`src/rtl/vga_pkg.sv`:
```
// Shared constants for the VGA VRAM path: default timing/geometry, pixel
// format, black colour and the RAM slot encoding used by the arbiter.
package vga_pkg;
  localparam int H_ACTIVE = 640;
  localparam int V_ACTIVE = 480;
  localparam int AW       = 19;
  localparam int DW       = 24;

  localparam logic [DW-1:0] COLOR_BLACK = 24'h000000;

  // What the single RAM port does in the next cycle.
  localparam logic [1:0] SLOT_IDLE = 2'd0;
  localparam logic [1:0] SLOT_DISP = 2'd1;
  localparam logic [1:0] SLOT_WR   = 2'd2;
endpackage

```
`src/rtl/vga_addr_calc.sv`:
```
// Combinational scan-coordinate to linear VRAM address.
// Ports:
//   h, v      in  scan column / row
//   addr      out v*H_ACTIVE + h, truncated to AW
//   in_range  out h < H_ACTIVE && v < V_ACTIVE
module vga_addr_calc #(
  parameter int H_ACTIVE = 640,
  parameter int V_ACTIVE = 480,
  parameter int AW       = 19
) (
  input  logic [9:0]    h,
  input  logic [9:0]    v,
  output logic [AW-1:0] addr,
  output logic          in_range
);
  // Wide enough for 1023*H_ACTIVE + 1023 at any sane line width.
  localparam int FW = (AW > 21) ? AW : 21;
  localparam logic [9:0] H_LIM = 10'(H_ACTIVE);
  localparam logic [9:0] V_LIM = 10'(V_ACTIVE);

  logic [FW-1:0] full;

  generate
    if (H_ACTIVE == 640) begin : g_shift
      // 640 = 512 + 128, so the multiply collapses to two shifts.
      assign full = (FW'(v) << 9) + (FW'(v) << 7) + FW'(h);
    end else begin : g_mul
      assign full = FW'(v) * FW'(H_ACTIVE) + FW'(h);
    end
  endgenerate

  assign addr     = full[AW-1:0];
  assign in_range = (h < H_LIM) && (v < V_LIM);
endmodule

```
`src/rtl/vga_vram_arbiter.sv`:
```
// Single-port VRAM scheduler. Display fetches win every pix_en slot that
// is visible; the pixel writer gets every other cycle via req/ack.
// Ports:
//   clk, reset            clock, synchronous active-high reset
//   pix_en, h_addr,
//   v_addr, valid         scan timing from vga_ctrl
//   vga_data              fetched colour, 3 clocks after pix_en
//   mem_addr/we/wdata     registered RAM port
//   mem_rdata             RAM read data, one cycle after mem_addr
//   wr_req/addr/data      writer request, held until wr_ack
//   wr_ack                pulse while the write is on the RAM port
//   err_overrun           sticky: pix_en in two consecutive cycles
module vga_vram_arbiter #(
  parameter int H_ACTIVE = vga_pkg::H_ACTIVE,
  parameter int V_ACTIVE = vga_pkg::V_ACTIVE,
  parameter int AW       = vga_pkg::AW,
  parameter int DW       = vga_pkg::DW
) (
  input  logic          clk,
  input  logic          reset,
  input  logic          pix_en,
  input  logic [9:0]    h_addr,
  input  logic [9:0]    v_addr,
  input  logic          valid,
  output logic [DW-1:0] vga_data,
  output logic [AW-1:0] mem_addr,
  output logic          mem_we,
  output logic [DW-1:0] mem_wdata,
  input  logic [DW-1:0] mem_rdata,
  input  logic          wr_req,
  input  logic [AW-1:0] wr_addr,
  input  logic [DW-1:0] wr_data,
  output logic          wr_ack,
  output logic          err_overrun
);
  import vga_pkg::*;

  logic [AW-1:0] disp_addr;
  logic          in_range;

  vga_addr_calc #(.H_ACTIVE(H_ACTIVE), .V_ACTIVE(V_ACTIVE), .AW(AW)) u_addr (
    .h        (h_addr),
    .v        (v_addr),
    .addr     (disp_addr),
    .in_range (in_range)
  );

  logic [AW-1:0] mem_addr_q, mem_addr_d;
  logic [DW-1:0] mem_wdata_q, mem_wdata_d;
  logic [DW-1:0] vga_q, vga_d;
  logic          mem_we_q, mem_we_d;
  logic          wr_ack_q, wr_ack_d;
  logic          err_q, err_d;
  logic          pix_q;
  // [0]: address on RAM port, [1]: read data on mem_rdata.
  logic [1:0]    rd_pend_q, rd_pend_d;
  logic [1:0]    slot;
  logic          disp_vis, blank;

  assign disp_vis = pix_en && valid && in_range;
  assign blank    = pix_en && !disp_vis;

  always_comb begin
    slot = SLOT_IDLE;
    if (disp_vis)
      slot = SLOT_DISP;
    else if (wr_req && !wr_ack_q)  // ack cycle masks the still-high request
      slot = SLOT_WR;
  end

  always_comb begin
    mem_addr_d  = mem_addr_q;
    mem_wdata_d = mem_wdata_q;
    mem_we_d    = 1'b0;
    wr_ack_d    = 1'b0;
    rd_pend_d   = {rd_pend_q[0], 1'b0};
    case (slot)
      SLOT_DISP: begin
        mem_addr_d   = disp_addr;
        rd_pend_d[0] = 1'b1;
      end
      SLOT_WR: begin
        mem_addr_d  = wr_addr;
        mem_wdata_d = wr_data;
        mem_we_d    = 1'b1;
        wr_ack_d    = 1'b1;
      end
      default: ;
    endcase

    // A blanked pixel is the newer event, so it wins over a late capture.
    vga_d = vga_q;
    if (blank)
      vga_d = COLOR_BLACK;
    else if (rd_pend_q[1])
      vga_d = mem_rdata;

    err_d = err_q | (pix_en & pix_q);
  end

  always_ff @(posedge clk) begin
    if (reset) begin
      mem_addr_q  <= '0;
      mem_wdata_q <= '0;
      mem_we_q    <= 1'b0;
      wr_ack_q    <= 1'b0;
      vga_q       <= '0;
      rd_pend_q   <= '0;
      err_q       <= 1'b0;
      pix_q       <= 1'b0;
    end else begin
      mem_addr_q  <= mem_addr_d;
      mem_wdata_q <= mem_wdata_d;
      mem_we_q    <= mem_we_d;
      wr_ack_q    <= wr_ack_d;
      vga_q       <= vga_d;
      rd_pend_q   <= rd_pend_d;
      err_q       <= err_d;
      pix_q       <= pix_en;
    end
  end

  assign vga_data    = vga_q;
  assign mem_addr    = mem_addr_q;
  assign mem_we      = mem_we_q;
  assign mem_wdata   = mem_wdata_q;
  assign wr_ack      = wr_ack_q;
  assign err_overrun = err_q;
endmodule

```
`config.mk`:
```
export PLATFORM = sky130hd
export DESIGN_NAME = vga_vram_arbiter
export DESIGN_NICKNAME = d
export VERILOG_FILES = /design/src/rtl/vga_pkg.sv /design/src/rtl/vga_addr_calc.sv /design/src/rtl/vga_vram_arbiter.sv
export SDC_FILE = /design/constraint.sdc
export NUM_CORES = 1
export LEC_CHECK = 0
export ABC_AREA = 1
export CAP_MARGIN = 20
export CORE_ASPECT_RATIO = 1.5
export CORE_MARGIN = 1
export CORE_UTILIZATION = 39
export DETAILED_ROUTE_END_ITERATION = 8
export GPL_TIMING_DRIVEN = 0
export PLACE_DENSITY = 0.75
export SYNTH_ARGS = -nofsm -noshare
export SYNTH_HDL_FRONTEND = slang
export SYNTH_HIERARCHICAL = 1
export SYNTH_SLANG_ARGS = --single-unit
```
`constraint.sdc`:
```
create_clock -name clk -period 6 [get_ports clk]
set_input_delay 0.9 -clock clk [delete_from_list [all_inputs] [get_ports clk]]
set_output_delay 0.9 -clock clk [all_outputs]
set_load 0.01 [all_outputs]
```
==> qor.yml <==
sta:
  whs_ps: 405
  finClkSkew_ps: 4.51
  rsz0062_at_grt: "no"
  timing.fmax_mhz: 333
  fin_crit_sh: 0.500
  fin_crit_ps: 3000
  fin_tns_setup_ps: 0
  maxSlewHeadroom: 0.677
  finalSetupViolCount: 0
  final_max_slew_viol_count: 0
  max_slew.worst_pin.slew_ps: 478
  hold_violations: 0
die:
  start_util: 0.398
  rows: 43
  dieArea_mm2: 0.00980
  fp.dieW_um: 81.2
  die_h_um: 121
  ios: 162
  core-area_mm2: 0.00920
setup_path:
  worstSetupPathType: "input pin to flip-flop"
  worstPathMaxFanout: 4
  crit_slowest_cell: "fa_1"
  crit_chain: "clkdlybuf4s50_1 -> inv_1 -> fa_1 -> inv_1 -> fa_1 -> nand2_1 -> nand3_1 -> nand3_1 -> nand3_1 -> nand2_1 -> nand2_1 -> a21oi_2"
  critical_path.max_stage_delay_ps: 530
  critPathRequiredTime_ps: 6260
  start_kind: "input pin"
  cp-end-kind: "flip-flop"
  critPathArrivalTime_ps: 3260
cells_and_area:
  syn2layout_area_growth_pct: 54.6
  final_common_cell: "clkdlybuf4s50_1"
  drive_above_1_share: 0.106
  fill_cells: 850
  antenna_cells: 0
  final_cell_mix: "clkdlybuf4s50_1, nand2_1, dfxtp_1"
  final_nets: 779
  fin_util: 0.616
  instances_no_fill: 783
placement:
  dp_cells: 767
  dpl.hpwl_um: 8520
  io_buffer_count: 154
  place_congestion: 0.850
status:
  status: "complete, no violations"
drt:
  drc: 0
  ant_nets: 0
  vias_per_cell: 4.81
  vias: 3768
  wl_um: 10700
  drt-initial-drc-count: 96
  drtPass1Iterations: 4
  wl_per_cell_um: 13.7
yosys:
  postSynthAreaPerCell_um2: 7.31
  synth_nets: 614
  netlist_instances: 501
  ys_ff_latch: 72
  yosysWarnings: 6
  synth_sequential_area_ratio: 0.393
  synth.distinct_cells: 28
  synth.cell_area_mm2: 0.00366
pwr:
  power_mw: 1.40
  power.density_mw_per_mm2: 247
  p_leak_nw: 2.45
  pwr-share-comb: 0.233
  switchingPower_mw: 0.365
  pwr-share-seq: 0.373
  p_clk_frac: 0.394
  p_int_mw: 1.03
  vdd.ir_drop.worst_v: 0.000152
  swShare: 0.261
global_routing:
  grt_use_total: 0.223
  grt-ovfl-total: 0
  antenna_found_initial: 0
  grt_max_degree: 13
  grt_first_pass_wirelength_um: 16500
  grt_pass1_vias: 3754
clock_network:
  clock_path_buffers: 2
  ctsHoldBuffers: 0
  cts_sinks: 72
  cts_setup_buffers: 0
  cts-root-buf: "clkbuf_16"
  clk_pin_slew_ps: 50
  clk_latency_ps: 320
  cts_tree: "done"
  ctsResizeCount: 0
  cts_buffers: 9
  htreeDepth: 3
flow_run:
  max_cap_violations: 0
min_path:
  hold_path_class: "flip-flop to flip-flop"
## Yosys cell counts
cell type / n / area [um2]
a21oi_1: 38 / 190
a21oi_2: 10 / 87.6
a41oi_1: 1 / 8.76
buf_1: 2 / 7.51
buf_12: 1 / 20.0
buf_2: 8 / 40.0
buf_4: 14 / 105
buf_6: 3 / 33.8
clkbuf_1: 4 / 15.0
clkbuf_2: 1 / 5.00
dfxtp_1: 72 / 1440
fa_1: 2 / 40.0
ha_1: 19 / 238
inv_1: 43 / 161
inv_2: 2 / 7.51
nand2_1: 132 / 495
nand2_2: 1 / 6.26
nand2_4: 1 / 11.3
nand3_1: 19 / 95.1
nand3_2: 11 / 110
nand3_4: 1 / 17.5
nand4_1: 2 / 12.5
nor2_1: 62 / 233
nor2_2: 2 / 12.5
o21ai_0: 44 / 220
or2_2: 1 / 6.26
xnor2_1: 1 / 8.76
xor2_1: 4 / 35.0
## critical path: cells and delay by family
kind / cells / cell delay (ps)
adders and majority gates: 2 / 1020
buffers and inverters: 3 / 610
and+or+nand+nor: 6 / 600
AOI/OAI and AO/OA: 1 / 130
## power by group through the flow
stage	sequential, mW	combinational (mW)	clock (mW)
floorplan	0.545	0.158	0
global placement	0.531	0.321	0
detailed placement	0.533	0.325	0
CTS	0.522	0.328	0.569
global route	0.526	0.358	0.586
finish	0.522	0.326	0.551
## metal layers
layer	GRT usage	share of wire	up-vias
met5	0	0	-
met4	0.0949	0.019	0
met3	0.0596	0.077	14
met2	0.436	0.54	150
met1	0.207	0.36	1685
li1	-	-	1919
## worst paths after layout
kind | depth (start not counted) | slack (ps) | start | endpoint
hold reg to reg | 2 | 400 | rd_pend_q[0] | rd_pend_q[1]
setup reg to reg | 6 | 4710 | wr_ack | mem_addr[17]
hold / removal | 2 | 400 | rd_pend_q[0] | rd_pend_q[1]
setup / recovery | 12 | 3000 | v_addr[0] | mem_addr[16]
## metrics by stage
step	worst slack [ps]	instance area [um2]
final	3000	5660
after global routing	2900	5660
after global placement	2710	5350
after floorplan	3390	3660
after CTS	3020	5660
after detailed placement	2680	5350
## final cells by class
type | instances | area [um2] | area share
Sequential cell | 72 | 1440 | 0.254
Tap cell | 112 | 140 | 0.0247
Clock inverter | 3 | 47.5 | 0.00839
Multi-Input combinational cell | 351 | 1830 | 0.323
Clock buffer | 13 | 270 | 0.0477
Timing Repair Buffer | 154 | 1540 | 0.272
Inverter | 45 | 169 | 0.0298
Buffer | 33 | 226 | 0.0400
## state kept, by name, indices dropped and copies added (netlist names)
name,count
err_overrun,1
mem_addr,19
mem_wdata,24
pix_q,1
rd_pend_q,2
vga_data,24
wr_ack,1
## logic make-up after synthesis
family | after synthesis | synth area share
compound gates | 93 | 0.138
xor+xnor | 5 | 0.0119
fa+ha+maj | 21 | 0.0758
buf+inv | 78 | 0.108
flops | 72 | 0.393
simple gates | 232 | 0.273
Power figures use the tool's default switching activity.
